File: config.mk
export PLATFORM = sky130hd
export DESIGN_NAME = fifo_stream_packer
export DESIGN_NICKNAME = d
export VERILOG_FILES = /design/src/rtl/fifo_stream_packer.sv
export SDC_FILE = /design/constraint.sdc
export NUM_CORES = 1
export LEC_CHECK = 0
export CAP_MARGIN = 0
export CELL_PAD_IN_SITES_DETAIL_PLACEMENT = 1
export CELL_PAD_IN_SITES_GLOBAL_PLACEMENT = 1
export CORE_MARGIN = 2
export CORE_UTILIZATION = 44
export CTS_CLUSTER_DIAMETER = 200
export CTS_CLUSTER_SIZE = 28
export DETAILED_ROUTE_END_ITERATION = 16
export GPL_TIMING_DRIVEN = 0
export PLACE_DENSITY_LB_ADDON = 0.1
export SLEW_MARGIN = 30
export SYNTH_ARGS = -nofsm -noshare
export SYNTH_HDL_FRONTEND = slang
export SYNTH_SLANG_ARGS = --single-unit
File: constraint.sdc
create_clock -name clk_i -period 4.05 [get_ports clk_i]
set_input_delay 0.81 -clock clk_i [delete_from_list [all_inputs] [get_ports clk_i]]
set_output_delay 0.81 -clock clk_i [all_outputs]
set_load 0.03 [all_outputs]
File: src/rtl/fifo_stream_packer.sv
// Packs Ratio consecutive narrow words from fifo_sync into one wide word.
// A flush emits the partial word early, tagged with its valid lane count.
module fifo_stream_packer #(
  parameter int DataWidth = 4,
  parameter int Ratio     = 4,
  localparam int OutWidth = DataWidth * Ratio,
  localparam int CntWidth = $clog2(Ratio + 1)
) (
  input  logic                clk_i,
  input  logic                reset_i,
  input  logic                in_valid_i,
  output logic                in_ready_o,
  input  logic [DataWidth-1:0] in_data_i,
  input  logic                flush_i,
  output logic                out_valid_o,
  input  logic                out_ready_i,
  output logic [OutWidth-1:0] out_data_o,
  output logic [CntWidth-1:0] out_count_o
);

  typedef enum logic {ACCUM, FLUSH_WAIT} state_t;

  localparam logic [CntWidth-1:0] LastLane = CntWidth'(Ratio - 1);

  state_t              state;
  logic [OutWidth-1:0] acc;
  logic [CntWidth-1:0] cnt;
  logic [OutWidth-1:0] acc_w;
  logic [CntWidth-1:0] cnt_inc;
  logic                slot_free;
  logic                in_beat;

  // Accumulator with the incoming word dropped into lane cnt.
  for (genvar k = 0; k < Ratio; k++) begin : g_lane
    assign acc_w[k*DataWidth +: DataWidth] =
      (cnt == CntWidth'(k)) ? in_data_i : acc[k*DataWidth +: DataWidth];
  end

  assign cnt_inc   = cnt + CntWidth'(1);
  assign slot_free = !out_valid_o || out_ready_i;

  // The completing lane is only taken if the output register frees this edge.
  assign in_ready_o = reset_i && (state == ACCUM) &&
                      ((cnt < LastLane) || slot_free);
  assign in_beat    = in_valid_i && in_ready_o;

  always_ff @(posedge clk_i) begin
    if (!reset_i) begin
      state       <= ACCUM;
      acc         <= '0;
      cnt         <= '0;
      out_valid_o <= 1'b0;
      out_data_o  <= '0;
      out_count_o <= '0;
    end else begin
      if (out_valid_o && out_ready_i) out_valid_o <= 1'b0;
      case (state)
        ACCUM: begin
          if (in_beat) begin
            if (cnt == LastLane || (flush_i && slot_free)) begin
              out_valid_o <= 1'b1;
              out_data_o  <= acc_w;
              out_count_o <= cnt_inc;
              acc         <= '0;
              cnt         <= '0;
            end else begin
              acc <= acc_w;
              cnt <= cnt_inc;
              if (flush_i) state <= FLUSH_WAIT;
            end
          end else if (flush_i && cnt != '0) begin
            if (slot_free) begin
              out_valid_o <= 1'b1;
              out_data_o  <= acc;
              out_count_o <= cnt;
              acc         <= '0;
              cnt         <= '0;
            end else begin
              state <= FLUSH_WAIT;
            end
          end
        end
        FLUSH_WAIT: begin
          if (slot_free) begin
            out_valid_o <= 1'b1;
            out_data_o  <= acc;
            out_count_o <= cnt;
            acc         <= '0;
            cnt         <= '0;
            state       <= ACCUM;
          end
        end
        default: state <= ACCUM;
      endcase
    end
  end

endmodule
# Word-level counts from Yosys, hierarchy flattened
# Cells that the tools add are included.
# word_totals
register_bits,40
inputBits,9
output_inout_bits,21
wordCells,63
# classes
add_sub_neg,1
magnitude_cmp,1
eq_ne,5
n_mux,36
bitwise,1
reduce_logical,13
# op_table
operator,n
$mux 16,8
$pmux 16 s2,2
$mux 3,8
$mux 4,4
$pmux 3 s2,2
$mux 1,10
$eq 3x2->1 const B,2
$logic_and 1x1->1,6
$ne 3x2->1 const B,2
$pmux 1 s2,2
$add 3x1->3 const B,1
$eq 3x1->1 const B,1
$logic_not 3->1,1
$logic_or 1x1->1,3
$lt 3x2->1 const B,1
$reduce_bool 3->1,1
$reduce_and 2->1,1
$logic_not 1->1,1
$not 1->1,1

# Depth between registers and ports, before layout
# Gate-level depths: netlist (run 1).
# logic_depth
ltp_word,7
mapped_depth,8
ltp_nobuf,7

# Least setup slack after synthesis (run 1)
# OpenSTA, ideal clock, no wires.
# synth_timing
kind,input -> output
start,input reset_i
end,output in_ready_o
t_arrival_ns,1.762
required_ns,3.240
path_slack_ns,1.478
cell_stages,3
path_buffers,1
path_cell_list,buf_2 -> nand2b_1 -> nor3_1
# synth_via
elab_chain_len,2
# synth_lines
element,line_no,text
from (decl),10,"input logic reset_i,"
$logic_and 1x1->1 (2 in series),43,assign in_ready_o = reset_i && (state == ACCUM) &&
to (decl),12,"output logic in_ready_o,"
# No other way between the ends.

# Worst setup path in the final report (run 1)
# layout_timing
start,input out_ready_i
end,output in_ready_o
# layout_via
elab_chain_len,3
# layout_lines
element,line_no,text
from (decl),16,"input logic out_ready_i,"
$logic_or 1x1->1,40,assign slot_free = !out_valid_o || out_ready_i;
$logic_or 1x1->1,44,((cnt < LastLane) || slot_free);
$logic_and 1x1->1,43,
# No other way between the ends.

==> summary.txt, run 1 <==
Max FO, Critical Path: 6
Pin count of the biggest net entering global routing: 13
Warnings, synthesis: 0
Non-filler instance count after layout: 286
Lkg Pwr: 0.832 nW
Final Skew: 0.00304 ns
Die area: 0.00496 mm2
Setup TNS: 0 ns
TritonCTS clock tree: done
R2r startpoint: cnt[0]$_SDFFE_PN0P_
Most common cell after layout, fill and taps aside: dfxtp_1
Cell area after synthesis: 0.00194 mm2
Synth-to-layout area growth: 22.0%
Cell chain of the critical path: clkdlybuf4s50_1 > and3b_1 > nor3_1 > clkdlybuf4s50_1
CP required: 3.24 ns
Max_slew headroom: 0.656
Crit path DAT: 2.51 ns
First-pass DRT Iterations: 4
Clock latency on the worst-skew pair: 0.29 ns
Fill count: 506
Worst Tran Pin Value: 0.512 ns
CTS Hold Bufs: 0
Post-DP HPWL: 4120 um
Final Hold Vio Count: 0
Tcrit/Tclk final: 0.819
Initial Util: 0.452
Clk root buf: clkbuf_8
Design area: 0.00237 mm2
Crit-path max cell delay: 0.69 ns
CP Class: input pin to output pin
Placer Congestion: 0.885
Peak VDD IR: 0.237 mV
HP Class: register to register
Total gr overflow: 0
Synthesized flop and latch total: 40
Gr usage total: 0.237
Initial antenna violation count: 0
Final ANT Viol Nets: 0
Setup-failing EPs final: 0
Die Y-Extent: 70.4 um
Synthesized area per cell: 9.76 um2
Crit start category: input pin
RSZ-0062 raised after global routing: false
Vias in the first global route: 1850
Max Slew Vio Count: 0
Clk sinks: 40
Via count: 1751
Crit-path slowest cell: clkdlybuf4s50_1
Post-route minimum period: 3.32 ns
Family with the most delay on the worst path: buffers and inverters
Top cell by count, worst path: clkdlybuf4s50_1
DRT Wirelength: 5530 um
Layout cells sized above 1: 0.0855
Final hold slack: 0.466 ns
Clock tree buffer depth: 2
Diodes inserted: 0
First-pass GRT wire length: 9180 um
# Post-CTS Setup Buffers: 0
NumNets Final: 248
Via/cell ratio: 6.12
H-tree depth: 2
Pwr Total: 789 uW
Number of I/O port buffers: 28
Dpl cells: 279
Num rows: 24
Outcome: complete, no violations
Crit path buf inv count: 2
Count of cell types in the netlist: 44
Worst Hold Launch: acc[13]$_SDFFE_PN0P_
Max Clock Freq: 302 MHz
Setup crit end kind: output pin
Max Cap Viol: 0
DRT iter0 DRCs: 49
DIE WIDTH: 70.4 um
Most frequent cells in the layout: 40 x dfxtp_1, 28 x clkdlybuf4s50_1, 16 x mux2i_1
Top Ports: 30
Syn nets: 213
Critical Path Start: out_ready_i
Post-synthesis sequential area ratio: 0.412
Post-route DRC: 0
PwrDens: 333 mW/mm2
Cell Area, Placed: 0.00229 mm2
WL/cell: 19.3 um
CTS buffer count: 5
CTS clk-pin slew, worst paths: 0.08 ns
Post-Synthesis Cells: 199
CORE AREA: 0.00429 mm2
Post-cts repair resize count: 0
## where the power goes
group	leakage [nW]	total [mW]	switching [mW]	internal (mW)
logic	0.468	0.122	0.0771	0.0452
clock network	0.0400	0.255	0.138	0.117
registers	0.324	0.412	0.00818	0.404
## flip-flops by register name (all words and copies together), names as in the netlist
register     count
acc             16
out_data_o      16
cnt              3
out_count_o      3
out_valid_o      1
state            1
## synthesized netlist by cell type, drive strengths merged
cell type,count,area [um2]
a32o,13,130
nand4b,1,8.76
a22o,4,35.0
nor3,10,50.1
mux2,1,11.3
nor2,7,33.8
a211oi,2,15.0
a21oi,9,56.3
nor4,2,27.5
and4,1,8.76
o211a,1,10.0
o2bb2ai,8,70.1
nand3,7,35.0
and4b,1,10.0
nand2,5,18.8
inv,4,15.0
nand2b,3,18.8
a311oi,1,8.76
a31o,1,8.76
dfxtp,40,801
mux2i,17,174
nor2b,4,25.0
o31ai,4,30.0
and3,4,25.0
and2,4,25.0
and3b,1,8.76
o21ai,10,50.1
or2,2,12.5
ha,5,62.6
o211ai,1,7.51
and2b,1,7.51
clkbuf,7,26.3
nand4,1,12.5
buf,7,38.8
a31oi,9,56.3
nand3b,1,7.51
## through the flow
| step | worst slack (ns) | utilization |
|---|---|---|
| finish | 0.733 | 0.552 |
| floorplan | 1.48 | - |
| CTS | 0.745 | 0.552 |
| global route | 0.687 | 0.552 |
| detailed placement | 0.740 | 0.533 |
| global placement | 0.791 | 0.533 |
## logic make-up (layout without fill, tap and decap cells)
family                   Yosys count  in the layout  share of synthesized area
buffers and inverters             18             53                     0.0412
AO/OA/AOI/OAI                     63             63                      0.246
adder cells (fa/ha/maj)            5              5                     0.0322
multiplexers                      18             18                     0.0954
flip-flops                        40             40                      0.412
AND/OR/NAND/NOR                   55             55                      0.173
## cell type report
class	count	area [um2]	share of cell area
Timing Repair Buffer	28	280	0.118
Sequential cell	40	801	0.338
Inverter	4	15.0	0.00634
Tap cell	52	65.1	0.0275
Buffer	14	65.1	0.0275
Multi-Input combinational cell	141	1060	0.448
Clock buffer	5	68.8	0.0291
Clock inverter	2	12.5	0.00528
## metal layers
| metal | vias up | global-route usage | part of all wire |
|---|---|---|---|
| li1 | 830 | - | - |
| met1 | 877 | 0.287 | 0.44 |
| met2 | 38 | 0.411 | 0.51 |
| met3 | 6 | 0.0563 | 0.039 |
| met4 | 0 | 0.0726 | 0.011 |
| met5 | - | 0 | 0 |
## final timing paths
check / end / slack [ns] / depth (start not counted)
worst max register to register: acc[2]$_SDFFE_PN0P_ / 1.96 / 6
worst min-delay path: acc[13]$_SDFFE_PN0P_ / 0.47 / 1
worst min register to register: acc[13]$_SDFFE_PN0P_ / 0.47 / 1
worst max-delay path: in_ready_o / 0.73 / 4
Note: power is estimated with default switching activity, not from simulation.
==> inputs of run 2 (changes only) <==
Settings changed: CORE_UTILIZATION 44 to 41.
Clock period 4.05 ns to 3.2 ns, I/O delays scaled along.
==> summary.txt, run 2 (synthesis results as in run 1) <==
Setup crit end kind: output pin
Seq pwr share: 0.471
WL/cell: 18.1 um
CP required: 2.56 ns
Crit path DAT: 2.31 ns
Post-route DRC: 0
Total length of routed met3 wires: 170 um
Most common cell after layout, fill and taps aside: dfxtp_1
Initial Util: 0.419
Final WS setup: 0.255 ns
CTS buffer count: 5
Post-cts repair resize count: 0
Highest routed layer: met4
DP Worst Slack: 0.254 ns
Max Clock Freq: 340 MHz
DRT iter0 DRCs: 93
Design area: 0.00241 mm2
Vias in the first global route: 1700
# Post-CTS Setup Buffers: 0
Peak VDD IR: 0.376 mV
Final hold slack: 0.464 ns
Initial antenna violation count: 0
Final ANT Viol Nets: 0
Via count: 1729
Max Cap Viol: 0
Logic pwr share: 0.139
TritonCTS clock tree: done
NumNets Final: 248
First-pass DRT Iterations: 4
Placer Congestion: 0.890
Crit path buf inv count: 2
Layout cells sized above 1: 0.0894
Crit start category: input pin
Clock latency on the worst-skew pair: 0.29 ns
PwrDens: 459 mW/mm2
HP Class: register to register
Final Skew: 0.00491 ns
H-tree depth: 2
Clock tree buffer depth: 2
Via/cell ratio: 5.98
Max Slew Vio Count: 0
Post-Route M1 WL: 2520 um
Die Y-Extent: 72.8 um
DIE WIDTH: 72.8 um
Max_slew headroom: 0.663
Die area: 0.00530 mm2
Pin count of the biggest net entering global routing: 14
Sw power: 284 uW
Lkg Pwr: 0.853 nW
Top flop regs: acc: 16 flops, out_data_o: 16 flops
Top Ports: 30
Outcome: complete, no violations
DRT Wirelength: 5230 um
Gr usage total: 0.214
CTS clk-pin slew, worst paths: 0.08 ns
Diodes inserted: 0
CORE AREA: 0.00463 mm2
Number of I/O port buffers: 28
CTS Hold Bufs: 0
Worst Tran Pin Value: 0.506 ns
Post-DP HPWL: 3850 um
Cell chain of the critical path: clkdlybuf4s50_1 > and3b_1 > nor3_1 > clkdlybuf4s50_1
RSZ-0062 raised after global routing: false
Metal2 WL: 2480 um
Clk sinks: 40
Synth-to-layout area growth: 24.2%
Max FO, Critical Path: 6
Post-route minimum period: 2.95 ns
Clk root buf: clkbuf_8
Fill count: 523
Setup TNS: 0 ns
Most frequent cells in the layout: 40 x dfxtp_1, 28 x clkdlybuf4s50_1, 16 x mux2i_1
Pwr Total: 1.11 mW
Final Hold Vio Count: 0
Num rows: 25
Total gr overflow: 0
Sw Ratio: 0.257
Top cell by count, worst path: clkdlybuf4s50_1
Cell Area, Placed: 0.00229 mm2
Tcrit/Tclk final: 0.920
CP Class: input pin to output pin
Family with the most delay on the worst path: buffers and inverters
Setup-failing EPs final: 0
Clock power share: 0.391
Int Pwr: 823 uW
First-pass GRT wire length: 8740 um
Crit-path slowest cell: clkdlybuf4s50_1
Crit-path max cell delay: 0.69 ns
[run 2: per-layer routing]
metal	global-route usage	vias up
li1	-	835
met1	0.289	855
met2	0.354	33
met3	0.0387	6
met4	0.0556	0
met5	0	-
[run 2: per-stage QoR]
| step | cells | utilization |
|---|---|---|
| after global placement | 281 | 0.495 |
| after global routing | 289 | 0.521 |
| after CTS | 289 | 0.521 |
| after detailed placement | 281 | 0.495 |
| final | 289 | 0.521 |
| after floorplan | 199 | - |
[run 2: final timing paths]
path	startpoint	endpoint	slack (ns)	cells past startpoint
worst min register to register	acc[13]$_SDFFE_PN0P_	acc[13]$_SDFFE_PN0P_	0.46	1
worst max-delay path	out_ready_i	in_ready_o	0.25	4
worst max register to register	cnt[0]$_SDFFE_PN0P_	acc[1]$_SDFFE_PN0P_	1.12	6
worst min-delay path	acc[13]$_SDFFE_PN0P_	acc[13]$_SDFFE_PN0P_	0.46	1
[run 2: cell type report]
cell class | count | area (um2) | share of cell area
Buffer | 14 | 65.1 | 0.0270
Clock buffer | 6 | 82.6 | 0.0343
Clock inverter | 2 | 38.8 | 0.0161
Inverter | 4 | 15.0 | 0.00623
Multi-Input combinational cell | 141 | 1060 | 0.440
Sequential cell | 40 | 801 | 0.332
Tap cell | 54 | 67.6 | 0.0280
Timing Repair Buffer | 28 | 280 | 0.116
[run 2: power groups by stage]
stage | registers [mW] | clock network, mW | logic [mW]
2_1_floorplan | 0.548 | 0 | 0.0762
3_3_place_gp | 0.531 | 0 | 0.149
3_5_place_dp | 0.533 | 0 | 0.152
4_1_cts | 0.521 | 0.442 | 0.153
5_1_grt | 0.523 | 0.459 | 0.167
6_report | 0.521 | 0.432 | 0.154
==> inputs of run 3 (changes only) <==
Settings changed: SKIP_CTS_REPAIR_TIMING set to 1.
==> results of run 3 <==
Final layout, timing and power as in run 2 (identical DEF).
